$ cat config.mk
export PLATFORM = sky130hd
export DESIGN_NAME = game_scorer
export DESIGN_NICKNAME = d
export VERILOG_FILES = /design/src/rtl/game_scorer.sv
export SDC_FILE = /design/constraint.sdc
export NUM_CORES = 1
export LEC_CHECK = 0
export ABC_AREA = 1
export BUFFER_PORTS_ARGS = -buffer_cell sky130_fd_sc_hd__buf_2
export CORE_UTILIZATION = 40
export CTS_BUF_LIST = sky130_fd_sc_hd__clkbuf_4 sky130_fd_sc_hd__clkbuf_8
export CTS_CLUSTER_DIAMETER = 100
export CTS_CLUSTER_SIZE = 20
export DETAILED_ROUTE_END_ITERATION = 16
export PLACE_DENSITY = 0.61
export RECOVER_POWER = 25
export SLEW_MARGIN = 10
export SYNTH_ARGS = -nofsm -noshare
export SYNTH_HDL_FRONTEND = slang
export SYNTH_SLANG_ARGS = --single-unit
$ cat constraint.sdc
create_clock -name clk -period 4.2 [get_ports clk]
set_input_delay 0.21 -clock clk [delete_from_list [all_inputs] [get_ports clk]]
set_output_delay 0.21 -clock clk [all_outputs]
set_load 0.05 [all_outputs]
$ cat src/rtl/game_scorer.sv
// Rhythm-game scorer: start-edge FSM (IDLE/READY/PLAY/OVER) with hit/miss scoring.
// Macro SCORER_COMBO_EN enables the streak-based score multiplier (1..4).
module game_scorer #(
    parameter int READY_CYCLES = 100000000,
    parameter int BASE_POINTS  = 10,
    parameter int SCORE_MAX    = 9999
) (
    input  logic        clk,
    input  logic        reset,
    input  logic        start,
    input  logic        strum,
    input  logic [3:0]  btn,
    input  logic [3:0]  note_lane,
    input  logic        time_up,
    output logic [1:0]  gamestate,
    output logic [15:0] score,
    output logic [7:0]  streak,
    output logic        hit_pulse,
    output logic        miss_pulse
);

    typedef enum logic [1:0] {
        ST_IDLE  = 2'b00,
        ST_READY = 2'b01,
        ST_PLAY  = 2'b10,
        ST_OVER  = 2'b11
    } state_t;

    localparam int CW = (READY_CYCLES > 1) ? $clog2(READY_CYCLES) : 1;
    localparam logic [CW-1:0] RDY_LAST = CW'(READY_CYCLES - 1);
    localparam logic [17:0] SMAX = 18'(SCORE_MAX);
    localparam logic [17:0] BASE = 18'(BASE_POINTS);

    state_t        state_q, state_d;
    logic          start_q, start_d;
    logic          start_prev_q, start_prev_d;
    logic [CW-1:0] cnt_q, cnt_d;
    logic [15:0]   score_q, score_d;
    logic [7:0]    streak_q, streak_d;
    logic          hit_q, hit_d;
    logic          miss_q, miss_d;

    logic          start_rise;
    logic          is_hit;
    logic [2:0]    mult;
    logic [17:0]   sum;
    logic [15:0]   score_sat;
    logic [7:0]    streak_inc;

    // Start button edge detector: two-stage history of the start level.
    always_comb begin
        start_d      = start;
        start_prev_d = start_q;
        start_rise   = start_q & ~start_prev_q;
    end

    // Hit classification: lane pattern must match exactly and be non-empty.
    always_comb begin
        is_hit = (note_lane != 4'b0000) && (btn == note_lane);
    end

    // Multiplier from the streak value held before this hit is counted.
    always_comb begin
`ifdef SCORER_COMBO_EN
        if ((streak_q[7:5] != 3'b000) || (streak_q[4:3] == 2'b11)) begin
            mult = 3'd4;
        end else begin
            mult = {1'b0, streak_q[4:3]} + 3'd1;
        end
`else
        mult = 3'd1;
`endif
    end

    // Widened score add with exact saturation; streak saturating increment.
    always_comb begin
        sum        = {2'b00, score_q} + (BASE * {15'd0, mult});
        score_sat  = (sum > SMAX) ? SMAX[15:0] : sum[15:0];
        streak_inc = (streak_q == 8'hFF) ? 8'hFF : streak_q + 8'd1;
    end

    // Next-state, counter and scoring logic for the game phases.
    always_comb begin
        state_d  = state_q;
        cnt_d    = cnt_q;
        score_d  = score_q;
        streak_d = streak_q;
        hit_d    = 1'b0;
        miss_d   = 1'b0;
        unique case (state_q)
            ST_IDLE: begin
                if (start_rise) begin
                    state_d  = ST_READY;
                    cnt_d    = '0;
                    score_d  = '0;
                    streak_d = '0;
                end
            end
            ST_READY: begin
                if (cnt_q == RDY_LAST) begin
                    state_d = ST_PLAY;
                    cnt_d   = '0;
                end else begin
                    cnt_d = cnt_q + 1'b1;
                end
            end
            ST_PLAY: begin
                if (time_up) begin
                    state_d = ST_OVER;
                end else if (strum) begin
                    if (is_hit) begin
                        streak_d = streak_inc;
                        score_d  = score_sat;
                        hit_d    = 1'b1;
                    end else begin
                        streak_d = '0;
                        miss_d   = 1'b1;
                    end
                end
            end
            ST_OVER: begin
                if (start_rise) begin
                    state_d = ST_IDLE;
                end
            end
            default: begin
                state_d = ST_IDLE;
            end
        endcase
    end

    // State register with asynchronous active-high reset.
    always_ff @(posedge clk or posedge reset) begin
        if (reset) begin
            state_q      <= ST_IDLE;
            start_q      <= 1'b0;
            start_prev_q <= 1'b0;
            cnt_q        <= '0;
            score_q      <= '0;
            streak_q     <= '0;
            hit_q        <= 1'b0;
            miss_q       <= 1'b0;
        end else begin
            state_q      <= state_d;
            start_q      <= start_d;
            start_prev_q <= start_prev_d;
            cnt_q        <= cnt_d;
            score_q      <= score_d;
            streak_q     <= streak_d;
            hit_q        <= hit_d;
            miss_q       <= miss_d;
        end
    end

    // Outputs come straight from registers.
    always_comb begin
        gamestate  = state_q;
        score      = score_q;
        streak     = streak_q;
        hit_pulse  = hit_q;
        miss_pulse = miss_q;
    end

endmodule

==> reports/results.ini, run 1 <==
[run_status]
status=finished, violations left
violations=max-capacitance violations, max-slew violations

[synthesis]
synth_edf_count=0
avgSynthCellArea_um2=7.10
synth_area_um2=3500
ys_ff_latch=57
syn-num-nets=514
async_reset_ff_share_pct=100
syn_inst=493
netlist.area_leader.share_pct=40.7
synth_flop_cell=dfrtp_1
yosys-top-cells-count=118 x nand2_1, 79 x inv_1, 57 x dfrtp_1
yosys_warnings=0
synth.most_common_cell=nand2_1
yosysSeqAreaShare_pct=40.7
synth_area_leaders=dfrtp_1 41%, nand2_1 13%, inv_1 8.5%
yosys.area.top_type=dfrtp_1
synth_cell_types=38

[sta]
hold_viol=0
timing.final.crit_share_pct=65.9
setup_tns_ns=0
finalWorstSetupSlack_ns=1.43
slew_headroom_pct=-104
max_freq_mhz=361
holdWs_ns=0.142
rsz0062_at_grt=false
finClkSkew_ns=0.00875
finalSetupViolCount=0
min_period_ns=2.77
worstMarginPinSlew_ns=3.07
slew_violations=58

[worst_setup_path]
endpoint_kind=async pin
reg2reg_from=gamestate[0]
critPathBufInv=3
slowest_delay_ns=2.16
startpoint=reset
required_ns=3.96
crit_family=buffers and inverters
start_kind=primary input
worst_path_max_delay_cell=clkbuf_1
cp_cell_sequence=buf_2 -> inv_1 -> clkbuf_1
path_max_fanout=57
crit_arrival_ns=2.53
critical_path_class=primary input to async pin

[finish]
drive_above_1_share_pct=14.1
antenna_cells=0
fin_nets=563
fillers=847
design_area_um2=4030
area_delta_synth_final_pct=15.0

[route]
route.detailed.drc=0
routed_wl_mm=7.97
ant_nets=0
via_count=3274
wl_per_cell_um=12.2
viasPerCell=5.02
drt_first_pass_iters=4
drtIter0Drc=183

[placement]
hpwl_mm=5.93
place_area_um2=3820
pre_cts_ws_ns=1.53
io_buffers=40
gp_congestion=0.864

[floorplanning]
coreArea_um2=8340
rows=33
ios=41
dieWidth_um=95.6
die-area_um2=9130
initial_utilization_pct=42.0
die_h_um=95.6

[clock_tree]
cts_tree=yes
cts_sinks=57
post_cts_buffers=0
cts_inserted_buffers=9
cts_resized=0
htreeDepth=3
clock-root-buffer=clkbuf_8
clk_latency_ns=0.33
clk_pin_slew_ns=0.07
cts_buffer_depth=2

[global_route]
grt_usage_pct=19.3
grt_pass1_vias=3067
grt-ovfl-total=0
grt_max_degree=58
grt_pass1_wl_mm=13.7
antenna_found_initial=0

[worst_hold_path]
worstHoldStart=strum
hold_path_class=primary input to register

[power_and_ir_drop]
fin_total_pwr_w=0.00156
p_per_area_nw_per_um2=388
peakVddDrop_v=0.000297
power_leakage_nw=1.99

[job]
drv_cap=1

-- registers in the layout, indices dropped and copies added (netlist names) --
name and cells:
start_prev_d 1, start_prev_q 1, hit_pulse 1, streak 8, score 16, cnt_q 27, miss_pulse 1, gamestate 2
-- kinds of logic after synthesis --
kind of cell	after synthesis	synth area share, %
AO/OA/AOI/OAI	69	10.9
XOR/XNOR	11	2.75
adder cells (fa/ha/maj)	8	2.86
AND/OR/NAND/NOR	260	33.2
flip-flops	57	40.7
buffers and inverters	88	9.54
-- worst paths after layout --
check	end	slack, ns	cells past startpoint
max reg2reg	cnt_q[14]	1.54	8
min in group asynchronous	score[5]	1.04	3
max in group clk	cnt_q[14]	1.54	8
min reg2reg	start_prev_q	0.40	0
min	hit_pulse	0.14	3
max	cnt_q[2]	1.43	3
-- worst reg2reg max path, cell delays in order, from the launching register on --
cell and delay [ns]:
dfrtp_1 0.41, inv_1 0.08, ha_1 0.23, o21ai_0 0.44, inv_1 0.32, nand2_1 0.40, inv_1 0.32, a21oi_1 0.19
a21boi_0 0.19
-- what timing repair did --
| action | 4_1_cts | 5_1_grt |
|---|---|---|
| hold endpoints to repair | 1 | 0 |
| hold buffers | 1 | 0 |
| endpoints found under the setup margin | 0 | 0 |
-- power breakdown --
part | internal (W) | switching (W) | total, W
clock | 0.000272 | 0.000235 | 0.000507
sequential | 0.000576 | 0.0000266 | 0.000602
combinational | 0.000101 | 0.000354 | 0.000455
-- per-layer routing --
metal	vias up	share of wire, %	global-route usage, %
li1	1686	-	-
met2	77	46	30.5
met3	4	4.1	3.99
met4	0	0.67	5.97
met1	1507	49	26.4
met5	-	0	0
-- cell usage in the layout (no fill, tap or decap), drive strengths merged, types with 2 or more instances in the layout --
cell type and n:
nand4 11, o31ai 2, or2 2, nor4 5, clkinvlp 3, nand3 33
nor3 23, ha 8, a211oi 3, xor2 10, buf 41, clkbuf 10
nand3b 3, a21oi 20, o21ai 34, nand2 124, inv 81, clkinv 5
o22ai 6, dfrtp 57, nor2 57
-- through the flow --
| stage | util [%] | cells |
|---|---|---|
| after CTS | 48.3 | 652 |
| after global routing | 48.3 | 652 |
| after global placement | 45.9 | 635 |
| after detailed placement | 45.9 | 635 |
| after floorplan | - | 493 |
| final | 48.3 | 652 |
-- final cells by class --
type                            instances  area (µm²)  share of cell area [%]
Timing Repair Buffer                   43         221                    5.50
Tap cell                              105         131                    3.26
Sequential cell                        57        1430                    35.4
Inverter                               83         312                    7.74
Clock inverter                          7        71.3                    1.77
Multi-Input combinational cell        348        1740                    43.2
Clock buffer                            9         124                    3.08
(Power assumes the default switching activity.)
==> inputs of run 2 (changes only) <==
==> constraint.sdc (replaced) <==
create_clock -name clk -period 2.56 [get_ports clk]
set_input_delay 0.128 -clock clk [delete_from_list [all_inputs] [get_ports clk]]
set_output_delay 0.128 -clock clk [all_outputs]
set_load 0.05 [all_outputs]
==> reports/results.ini, run 2 (synthesis gave the netlist of run 1 again) <==
[clock_tree]
clock-root-buffer=clkbuf_8
cts_tree=yes
clk_latency_ns=0.35  ; +0.02 ns
cts_resized=0  ; unchanged
clk_pin_slew_ns=0.07  ; about the same
cts_inserted_buffers=9  ; unchanged
htreeDepth=3  ; unchanged
cts_sinks=57  ; unchanged
cts_buffer_depth=2  ; unchanged

[finish]
final_common_cell=nand2_1
drive_above_1_share_pct=14.5  ; +0.39 points
largest_reg_flops=27  ; unchanged
antenna_cells=0  ; unchanged
final-instance-count-excl-fill=658  ; +0.92%
regMostFlops=cnt_q
fillers=829  ; -2.1%
mostFrequentLayoutCells=118 x nand2_1, 79 x inv_1, 57 x dfrtp_1
fin_nets=569  ; +1.1%
regArea_um2=1430  ; unchanged
multiInputGateArea_um2=1740  ; unchanged
design_area_um2=4060  ; +0.90%
area_delta_synth_final_pct=16.0

[worst_setup_path]
path_max_fanout=10  ; -82%
crit_arrival_ns=2.50  ; -0.03 ns
critical_path_class=register to register
required_ns=2.79  ; -1.17 ns
endpoint_kind=register
start_kind=register
r2r_slack_ns=0.28  ; -1.26 ns

[global_route]
antenna_found_initial=0  ; unchanged
grt-ovfl-total=0  ; unchanged
grt_usage_pct=19.9  ; +0.66 points
grt_pass1_vias=3108  ; +1.3%
use_met1_pct=27.1  ; +0.67 points
use_met3_pct=4.39  ; +0.40 points
grt_use_met2_pct=31.7  ; +1.2 points
grt_max_degree=33  ; -43%
grt_pass1_wl_mm=14.2  ; +3.5%
grt_busiest_layer=met2

[sta]
finClkSkew_ns=0.0129  ; +0.00415 ns
worstMarginPinSlew_ns=1.01  ; -2.05 ns
max_freq_mhz=439
finalSetupViolCount=0  ; unchanged
hold_viol=0  ; unchanged
rsz0062_at_grt=false
slew_headroom_pct=32.3  ; +140 points
finalWorstSetupSlack_ns=0.284  ; -1.15 ns
setup_tns_ns=0  ; unchanged
timing.final.crit_share_pct=88.9
slew_violations=0  ; -100%
min_period_ns=2.28

[route]
drtIter0Drc=141  ; -23%
routed_wl_mm=8.00  ; +0.44%
route.detailed.drc=0  ; unchanged
ant_nets=0  ; unchanged
via_count=3266  ; -0.24%
viasPerCell=4.96  ; -1.2%
wl_per_cell_um=12.2  ; -0.48%
drt_first_pass_iters=7  ; +3

[job]
drv_cap=0  ; -1

[power_and_ir_drop]
p_per_area_nw_per_um2=640  ; +65%
power_leakage_nw=2.01  ; +1.3%
peakVddDrop_v=0.000606  ; +100%

[placement]
pre_cts_ws_ns=0.317  ; -1.21 ns
gp_congestion=0.864  ; about the same
placed_cells=640  ; +0.79%
place_area_um2=3870  ; +1.3%
io_buffers=40  ; unchanged
hpwl_mm=6.02  ; +1.6%

[floorplanning]
die_h_um=95.6  ; unchanged
ios=41  ; unchanged
die-area_um2=9130  ; unchanged
initial_utilization_pct=42.0  ; unchanged
coreArea_um2=8340  ; unchanged
dieWidth_um=95.6  ; unchanged
rows=33  ; unchanged

[worst_hold_path]
hold_path_class=primary input to register

[run_status]
status=completed

## run 2: repair_timing
item                                    4_1_cts  5_1_grt
setup buffers                                 0        0
hold buffers                                  2        0
endpoints found under the setup margin        0        0
hold endpoints to repair                     26        0
## run 2: final cells by class
cell class | count | share of cell area, %
inverter | 83 | 7.67
clock buffer | 14 | 4.28
clock inverter | 2 | 0.308
multi-input combinational | 348 | 42.8
sequential | 57 | 35.1
timing repair buffer | 49 | 6.56
tap | 105 | 3.23
## run 2: power by group
part	internal, W	switching (W)	total, W
Clock	0.000435	0.000365	0.000800
Sequential	0.000945	0.0000464	0.000991
Combinational	0.000222	0.000588	0.000810
Total	0.00160	0.00100	0.00260
## run 2: worst paths after layout
path                               from           end  cells after the start
min in group asynchronous         reset     score[14]                      3
setup / recovery           gamestate[0]     cnt_q[19]                     11
hold reg to reg            start_prev_d  start_prev_q                      0
hold / removal                    strum     hit_pulse                      3
setup reg to reg           gamestate[0]     cnt_q[19]                     11
max in group asynchronous         reset      cnt_q[2]                      4
## run 2: per-stage QoR
step                      utilization, %  power, W  hold WS, ns
after global placement              46.5   0.00181        0.230
after global routing                48.7   0.00278       0.0522
after detailed placement            46.5   0.00182        0.237
after CTS                           48.9   0.00263       0.0434
final                               48.7   0.00260       0.0586
after floorplan                        -   0.00156        0.159
## run 2: routing by layer
metal / up-vias / share of wire (%) / routed length [µm]
met2: 79 / 44 / 3540
met4: 0 / 1.4 / 114
met3: 9 / 5.1 / 408
met1: 1480 / 49 / 3940
li1: 1698 / - / -
met5: - / 0 / 0
## run 2: critical path, cell delays in order (launching register included)
cell and delay, ns:
dfrtp_1 0.42, inv_1 0.09, ha_1 0.23, o21ai_0 0.48, inv_1 0.18, buf_4 0.21
nand3_1 0.15, nor2_1 0.09, nand2_1 0.06, inv_1 0.04, o21ai_0 0.14, a21oi_1 0.06
